$ cat src/rtl/mem_lsu.sv
// Memory stage between EX and WB: byte-serial loads and stores with little-endian assembly.
// Optional misalignment trap: define MEM_MISALIGN_CHK_EN.
`timescale 1ns/1ps

module mem_lsu #(
   parameter int XLEN   = 32,
   parameter int ADDR_W = 32,
   parameter int RD_LAT = 1
) (
   input  logic              clk,
   input  logic              rst,
   input  logic              in_valid_i,
   input  logic [4:0]        rd_i,
   input  logic [XLEN-1:0]   wdata_i,
   input  logic              wreg_i,
   input  logic              mem_re_i,
   input  logic              mem_we_i,
   input  logic [2:0]        mem_op_i,
   input  logic [XLEN-1:0]   sdata_i,
   output logic [4:0]        rd_o,
   output logic [XLEN-1:0]   wdata_o,
   output logic              wreg_o,
   output logic              wb_valid_o,
   output logic              stall_o,
   output logic              misalign_o,
   output logic [ADDR_W-1:0] mem_addr_o,
   output logic              mem_wr_o,
   output logic [7:0]        mem_dout_o,
   input  logic [7:0]        mem_din_i,
   output logic [1:0]        dbg_state_o
);

   // Handshake: an instruction is taken on a clock edge where in_valid_i is high
   // and stall_o is low; while stall_o is high EX must hold every input stable.

   typedef enum logic [1:0] {
      S_IDLE  = 2'd0,
      S_LOAD  = 2'd1,
      S_STORE = 2'd2
   } state_t;

   state_t            r_state;
   logic [3:0]        r_cnt;
   logic [3:0]        r_nbytes;
   logic              r_sign;
   logic [ADDR_W-1:0] r_base;
   logic [XLEN-1:0]   r_sdata;
   logic [XLEN-1:0]   r_acc;
   logic [4:0]        r_rd;
   logic              r_wreg;
   logic              r_misalign;

   function automatic logic [3:0] f_size(input logic [2:0] op);
      case (op)
         3'b000, 3'b100: f_size = 4'd1;
         3'b001, 3'b101: f_size = 4'd2;
         3'b011:         f_size = (XLEN == 64) ? 4'd8 : 4'd4;
         default:        f_size = 4'd4;
      endcase
   endfunction

   // Shift the valid bytes to the top, then shift back arithmetically or logically.
   function automatic logic [XLEN-1:0] f_extend(input logic [XLEN-1:0] d,
                                                input logic [3:0]      nb,
                                                input logic            sgn);
      logic [6:0]      sh;
      logic [XLEN-1:0] t;
      sh = 7'(XLEN) - {nb, 3'b000};
      t  = d << sh;
      if (sgn)
         f_extend = XLEN'($signed(t) >>> sh);
      else
         f_extend = t >> sh;
   endfunction

   logic [ADDR_W-1:0] w_addr;
   logic [3:0]        w_nbytes;
   logic              w_is_load;
   logic              w_is_store;
   logic              w_misalign;
   logic [3:0]        w_next_cnt;
   logic              w_more_beats;
   logic [ADDR_W-1:0] w_next_addr;
   logic [3:0]        w_samp_idx;
   logic              w_samp_en;
   logic              w_samp_last;
   logic [XLEN-1:0]   w_acc_next;
   logic [XLEN-1:0]   w_ld_result;
   logic [7:0]        w_next_byte;

   assign w_addr       = ADDR_W'(wdata_i);
   assign w_nbytes     = f_size(mem_op_i);
   assign w_is_load    = mem_re_i;
   assign w_is_store   = mem_we_i & ~mem_re_i;
   assign w_next_cnt   = r_cnt + 4'd1;
   assign w_more_beats = (w_next_cnt < r_nbytes);
   assign w_next_addr  = r_base + ADDR_W'(w_next_cnt);
   // r_cnt counts cycles since acceptance; byte k returns RD_LAT cycles after beat k.
   assign w_samp_idx   = r_cnt - 4'(RD_LAT);
   assign w_samp_en    = (r_cnt >= 4'(RD_LAT));
   assign w_samp_last  = w_samp_en && (w_samp_idx == (r_nbytes - 4'd1));
   assign w_ld_result  = f_extend(w_acc_next, r_nbytes, r_sign);
   assign w_next_byte  = 8'(r_sdata >> {w_next_cnt[2:0], 3'b000});

   always_comb begin
      w_acc_next = r_acc;
      for (int b = 0; b < XLEN / 8; b++) begin
         if (w_samp_en && (w_samp_idx == 4'(b)))
            w_acc_next[8*b +: 8] = mem_din_i;
      end
   end

`ifdef MEM_MISALIGN_CHK_EN
   always_comb begin
      case (mem_op_i)
         3'b001, 3'b101: w_misalign = w_addr[0];
         3'b010, 3'b110: w_misalign = |w_addr[1:0];
         3'b011:         w_misalign = |w_addr[2:0];
         default:        w_misalign = 1'b0;
      endcase
   end
`else
   assign w_misalign = 1'b0;
`endif

   always_ff @(posedge clk) begin
      if (rst) begin
         r_state    <= S_IDLE;
         r_cnt      <= '0;
         r_nbytes   <= '0;
         r_sign     <= 1'b0;
         r_base     <= '0;
         r_sdata    <= '0;
         r_acc      <= '0;
         r_rd       <= '0;
         r_wreg     <= 1'b0;
         r_misalign <= 1'b0;
         rd_o       <= '0;
         wdata_o    <= '0;
         wreg_o     <= 1'b0;
         wb_valid_o <= 1'b0;
         mem_addr_o <= '0;
         mem_wr_o   <= 1'b0;
         mem_dout_o <= '0;
      end else begin
         wb_valid_o <= 1'b0;
         wreg_o     <= 1'b0;
         mem_wr_o   <= 1'b0;
         r_misalign <= 1'b0;
         case (r_state)
            S_IDLE: begin
               if (in_valid_i) begin
                  if (!(w_is_load || w_is_store)) begin
                     rd_o       <= rd_i;
                     wdata_o    <= wdata_i;
                     wreg_o     <= wreg_i;
                     wb_valid_o <= 1'b1;
                  end else if (w_misalign) begin
                     wb_valid_o <= 1'b1;
                     r_misalign <= 1'b1;
                  end else begin
                     r_base     <= w_addr;
                     r_nbytes   <= w_nbytes;
                     r_sign     <= ~mem_op_i[2];
                     r_rd       <= rd_i;
                     r_wreg     <= wreg_i;
                     r_sdata    <= sdata_i;
                     r_acc      <= '0;
                     r_cnt      <= '0;
                     mem_addr_o <= w_addr;
                     if (w_is_load) begin
                        r_state <= S_LOAD;
                     end else begin
                        r_state    <= S_STORE;
                        mem_wr_o   <= 1'b1;
                        mem_dout_o <= sdata_i[7:0];
                     end
                  end
               end
            end
            S_LOAD: begin
               r_cnt <= w_next_cnt;
               r_acc <= w_acc_next;
               if (w_more_beats)
                  mem_addr_o <= w_next_addr;
               if (w_samp_last) begin
                  wdata_o    <= w_ld_result;
                  rd_o       <= r_rd;
                  wreg_o     <= r_wreg;
                  wb_valid_o <= 1'b1;
                  r_state    <= S_IDLE;
               end
            end
            S_STORE: begin
               if (w_more_beats) begin
                  mem_addr_o <= w_next_addr;
                  mem_dout_o <= w_next_byte;
                  mem_wr_o   <= 1'b1;
                  r_cnt      <= w_next_cnt;
               end else begin
                  wb_valid_o <= 1'b1;
                  r_state    <= S_IDLE;
               end
            end
            default: r_state <= S_IDLE;
         endcase
      end
   end

   assign stall_o     = (r_state != S_IDLE);
   assign misalign_o  = r_misalign;
   assign dbg_state_o = r_state;

endmodule

$ cat config.mk
export PLATFORM = sky130hd
export DESIGN_NAME = mem_lsu
export DESIGN_NICKNAME = d
export VERILOG_FILES = /design/src/rtl/mem_lsu.sv
export SDC_FILE = /design/constraint.sdc
export NUM_CORES = 1
export LEC_CHECK = 0
export BUFFER_PORTS_ARGS = -buffer_cell sky130_fd_sc_hd__clkbuf_2
export CAP_MARGIN = 20
export CORE_UTILIZATION = 59
export CTS_CLUSTER_SIZE = 10
export DETAILED_ROUTE_END_ITERATION = 10
export PLACE_DENSITY = 0.95
export RECOVER_POWER = 25
export SLEW_MARGIN = 5
export SYNTH_ARGS = -nofsm -noshare
export SYNTH_HDL_FRONTEND = slang
export SYNTH_SLANG_ARGS = --single-unit
$ cat constraint.sdc
create_clock -name clk -period 7.9 [get_ports clk]
set_input_delay 0.395 -clock clk [delete_from_list [all_inputs] [get_ports clk]]
set_output_delay 0.395 -clock clk [all_outputs]
set_load 0.03 [all_outputs]
==> results.cfg, run 1 <==
[route]
wire_per_inst_um = 19.3
num_vias = 9487
drt_first_iter_violations = 1377
drcViolationCount = 0
viasPerCell = 6.40
drtAntennaViolNets = 0
first_pass_iters = 6
wirelength_um = 28600

[clocking]
numCtsBuffers = 17
clk_latency_ns = 0.44
cts_tree = built
cts_sinks = 192
clkTransAtPathRegs_ns = 0.07
cts.repair.resized = 0
h-tree-depth = 4
ctsHoldBuffers = 0
post_cts_buffers = 0
clk_path_buf_depth = 2
root_buffer = clkbuf_16

[worst_setup_path]
cpPeakStageDelay_ns = 0.88
cp.required_ns = 8.27
cp_common_cell = ha_1
worstSetupStartpointType = flip-flop
worstSetupPathType = reg2reg
critPathCaptureType = flip-flop
cp_num_buf_inv = 1
crit_family = adder cells
cp.arrival_ns = 4.95
worstPathCellList = inv_1 > ha_1 > ha_1 > nor2b_1 > o21ai_0 > or3b_2 > a211oi_1 > nand2_1 > mux2_2 > nor2_1
path_max_fanout = 17
crit_path_top_delay_cell = dfxtp_1

[floorplan]
dieArea_um2 = 16500
die_w_um = 128
core_um2 = 15400
die_h_um = 128
initial_core_util = 0.613
rows = 45
ioPinCount = 170

[global_route]
overflow = 0
grt_pass1_vias = 8572
antenna_found_initial = 0
grt_max_degree = 107
grt_usage = 0.346
grt_pass1_wl_um = 44400

[yosys]
synth_enable_flop_cells = 0
synthCells = 1144
synth.most_common_cell = nand2_1
synthDominantCellAreaShare = 0.408
synth_seq_area_share = 0.408
synth_area_um2 = 9430
synth_top_cell_by_area = dfxtp_1
synthDistinctLibCells = 59
synth.area.top_cells = dfxtp_1 41%, nand2_1 7.9%, a21oi_1 6.4%
syn_nets = 1249
ys_async_sr_fraction = 0
yosysWarnings = 0
synth-seq-cells = 192
synth.top_cells.by_count = 199 x nand2_1, 192 x dfxtp_1, 120 x a21oi_1, 115 x nor2_1, 70 x clkbuf_1
ys.flop_type = dfxtp_1
syn_area_per_cell_um2 = 8.24

[placement]
place_inst = 1449
dpl.hpwl_um = 19200
io_buffers = 168
pre_cts_ws_ns = 3.68
place.gp.congestion = 0.940

[run_status]
status = finished, final reports clean

[finish]
final_util = 0.702
finalNonFillerCells = 1482
drive_gt1_frac = 0.150
area.sequential_um2 = 3840
fillerInstances = 1162
multi_input_area_um2 = 5230
diodes = 0
fin_nets = 1363
synthToLayoutAreaGrowth_pct = 14.4

[timing]
layout_setup_ws_ns = 3.31
hold_slack_ns = 0.144
setup_tns_ns = 0
worstMarginPinSlew_ns = 1.02
hold_violations = 0
setup_viol = 0
rsz0062_at_grt = no
final.period_utilization = 0.580
report.final.slew_viol_count = 0
fmax_mhz = 218
finClkSkew_ns = 0.00987
slew_headroom = 0.318
fin_crit_ns = 4.59

[job]
cap_violations = 0

[pwr]
ir_drop_v = 0.000160
leakage_nw = 4.17
power.density_nw_per_um2 = 258

[hold_path]
hp-class = in2reg
[power breakdown]
group	internal (W)	switching [W]	leakage, nW	total (W)
combinational	0.000239	0.000558	2.34	0.000796
clock	0.000422	0.000412	0.265	0.000834
sequential	0.00107	0.0000834	1.57	0.00116
[layout make-up]
| cell class | instances | share of cell area |
|---|---|---|
| Multi-Input combinational cell | 856 | 0.485 |
| Tap cell | 211 | 0.0245 |
| Clock buffer | 18 | 0.0407 |
| Clock inverter | 14 | 0.0116 |
| Sequential cell | 192 | 0.356 |
| Inverter | 14 | 0.00487 |
| Timing Repair Buffer | 177 | 0.0769 |
[cells by family (layout without fill, tap and decap cells)]
group	Yosys count	after routing	synth area share
xor+xnor	36	36	0.0364
buf+inv	96	223	0.0396
flops	192	192	0.408
other cells	1	1	0.000398
fa+ha+maj	19	19	0.0260
simple gates	436	436	0.204
compound gates	313	313	0.217
mux	51	51	0.0684
[cell usage in the layout, fill, tap and decap left out, types with 8 or more instances in the layout]
cell	n
a221oi_1	9
nand3_1	31
a211o_1	14
dfxtp_1	192
mux2_2	27
mux4_2	8
a211oi_1	31
inv_1	13
a22oi_1	54
nor3_1	16
nand4_1	12
o22ai_1	8
nand2_1	199
clkbuf_2	99
ha_1	17
buf_4	9
mux2i_1	16
a21oi_1	119
clkbuf_16	17
xor2_1	27
o21ai_0	32
and3_1	10
clkbuf_1	68
nor2b_1	17
a21o_1	9
nor2_1	115
[sequential cells by signal (all words and copies together) (netlist names)]
signal	cells
dbg_state_o	2
r_sign	1
r_nbytes	3
r_sdata	32
mem_wr_o	1
mem_addr_o	32
wreg_o	1
r_cnt	4
rd_o	5
r_base	32
r_wreg	1
wdata_o	32
r_rd	5
wb_valid_o	1
mem_dout_o	8
r_acc	32
[routing by layer]
layer / GRT usage / vias up / share of wire
li1: - / 4294 / -
met1: 0.456 / 4397 / 0.39
met2: 0.531 / 667 / 0.45
met3: 0.0873 / 129 / 0.12
met4: 0.170 / 0 / 0.046
met5: 0 / - / 0
[path summary, 6_finish.rpt]
| check | from | endpoint | slack (ns) | depth (start not counted) |
|---|---|---|---|---|
| setup / recovery | r_cnt[0] | r_cnt[0] | 3.31 | 10 |
| hold / removal | mem_op_i[2] | r_sign | 0.14 | 2 |
| setup reg to reg | r_cnt[0] | r_cnt[0] | 3.31 | 10 |
| hold reg to reg | r_rd[2] | r_rd[2] | 0.46 | 2 |
[stage by stage]
stage          cell area, µm²  power, W
2_1_floorplan            9430   0.00173
3_3_place_gp            10300   0.00193
3_5_place_dp            10300   0.00196
4_1_cts                 10900   0.00279
5_1_grt                 10800   0.00290
6_report                10800   0.00279
Power figures use the tool's default switching activity.
==> inputs of run 2 (changes only) <==
Settings changed: CORE_UTILIZATION 59 to 56, PLACE_DENSITY 0.95 to 0.92.
Clock period 7.9 ns to 4.7 ns, I/O delays scaled along.
==> run 2 against run 1 <==
Clock skew decreased by 0.00094 ns. Final cell count up 0.81%. Utilization down 4.7 points. Critical path depth stayed put. First-iteration DRC count shrank 24%.
==> results.cfg, run 2 (synthesis gave the netlist of run 1 again) <==
[run_status]
status = finished, final reports clean

[worst_setup_path]
critPathCaptureType = flip-flop
cp.arrival_ns = 4.06
worstSetupStartpointType = flip-flop
cp.required_ns = 4.99
cp_num_buf_inv = 1
crit_family = compound AO/OA/AOI/OAI gates
regToRegStartpoint = r_cnt[1]
rrSetupSlack_ns = 0.93
cp_common_cell = ha_1
ff2ff_path_depth = 10
cpPeakStageDelay_ns = 0.67
worstSetupPathType = reg2reg
reg2reg_to = mem_dout_o[4]
crit_path_top_delay_cell = ha_1
worstPathCellList = inv_1 > ha_1 > ha_1 > nor2b_1 > o21ai_0 > or3b_2 > nand2_1 > o2111ai_1 > a221oi_1 > nor3_1
path_max_fanout = 16

[finish]
final_cell_mix = 199 x nand2_1, 192 x dfxtp_1, 119 x a21oi_1
layout_commonest_cell = nand2_1
synthToLayoutAreaGrowth_pct = 14.7
drive_gt1_frac = 0.148
final_util = 0.655
multi_input_area_um2 = 5230
final_design_area_no_fill_um2 = 10800
finalNonFillerCells = 1494
fillerInstances = 1365
area.sequential_um2 = 3840
fin_nets = 1365

[placement]
dpl.hpwl_um = 19700
place_inst = 1459
post_dp_cell_area_um2 = 10300
place.gp.congestion = 0.903
io_buffers = 168

[timing]
report.final.slew_viol_count = 0
fin_crit_ns = 3.77
hold_violations = 0
slew_headroom = 0.265
setup_tns_ns = 0
setup_viol = 0
final.period_utilization = 0.802
worstMarginPinSlew_ns = 1.10
finClkSkew_ns = 0.00894
fmax_mhz = 265
rsz0062_at_grt = no

[route]
drtAntennaViolNets = 0
wirelength_um = 28400
viasPerCell = 6.22
first_pass_iters = 6
drt_first_iter_violations = 1042
num_vias = 9300
wire_per_inst_um = 19.0
drcViolationCount = 0

[job]
cap_violations = 0

[pwr]
leakage_nw = 4.18
ir_drop_v = 0.000328
power.density_nw_per_um2 = 434

[clocking]
numCtsBuffers = 17
cts_tree = built
post_cts_buffers = 0
clkTransAtPathRegs_ns = 0.07
clk_path_buf_depth = 2
h-tree-depth = 4
clk_latency_ns = 0.43
root_buffer = clkbuf_16
cts_sinks = 192

[hold_path]
min_path_cells = 3
min_to = r_sdata[14]
hp-class = in2reg
hp-start = sdata_i[14]

[floorplan]
die_w_um = 132
core_um2 = 16500
die_h_um = 132
dieArea_um2 = 17400
ioPinCount = 170
rows = 47
initial_core_util = 0.570

[global_route]
overflow = 0
grt_pass1_wl_um = 44300
grt_max_degree = 104
antenna_found_initial = 0
grt_pass1_vias = 8560
grt_usage = 0.322
==> run 2: cell count changes in the layout (fill, tap and decap cells not counted), sizes merged <==
| cell | delta |
|---|---|
| bufinv | +1 |
| dlygate4sd3 | +1 |
| buf | +1 |
| inv | -2 |
| diode | +1 |
| clkbuf | +4 |
| clkinv | -3 |
==> run 2: final cells by class <==
type,count,area share
antenna,1,0.000231
multi-input combinational,856,0.483
clock inverter,10,0.00949
clock buffer,22,0.0429
sequential,192,0.355
tap,220,0.0254
inverter,14,0.00486
timing repair buffer,179,0.0783
==> run 2: how the worst max path moves through the flow <==
stage,start,to,slack [ns],cells past startpoint
after floorplan,r_cnt[0],mem_addr_o[15],1.45,12
after global placement,r_cnt[1],mem_addr_o[17],1.26,10
after detailed placement,r_cnt[1],mem_dout_o[4],0.98,10
after CTS,r_cnt[1],mem_dout_o[4],0.96,10
after global routing,r_cnt[1],mem_dout_o[4],0.69,10
final,r_cnt[1],mem_dout_o[4],0.93,10
==> run 2: worst min-delay path: stages <==
cell      delay (ns)
clkbuf_2        0.08
nand2_1         0.04
a21oi_1         0.05
==> run 2: repair_timing <==
action	in CTS	in global routing
endpoints found under the setup margin	0	0
gates resized for setup	0	0
hold buffers	1	0
endpoints found under the hold margin	1	0
==> run 2: routing by layer <==
| metal | global-route usage | share of wire | vias to the layer above |
|---|---|---|---|
| li1 | - | - | 4288 |
| met1 | 0.415 | 0.40 | 4382 |
| met2 | 0.512 | 0.46 | 539 |
| met3 | 0.0884 | 0.11 | 91 |
| met4 | 0.125 | 0.033 | 0 |
| met5 | 0 | 0 | - |
==> run 2: stage by stage <==
step | worst slack (ns) | power [W] | hold WS (ns)
global route | 0.690 | 0.00488 | 0.0241
finish | 0.932 | 0.00470 | 0.0224
detailed placement | 0.977 | 0.00330 | 0.443
CTS | 0.956 | 0.00470 | 0.0151
floorplan | 1.45 | 0.00291 | 0.331
global placement | 1.26 | 0.00326 | 0.438
==> run 2: where the power goes <==
part	internal (W)	total, W	switching [W]
clock network	0.000767	0.00142	0.000652
registers	0.00180	0.00193	0.000125
logic	0.000402	0.00135	0.000944
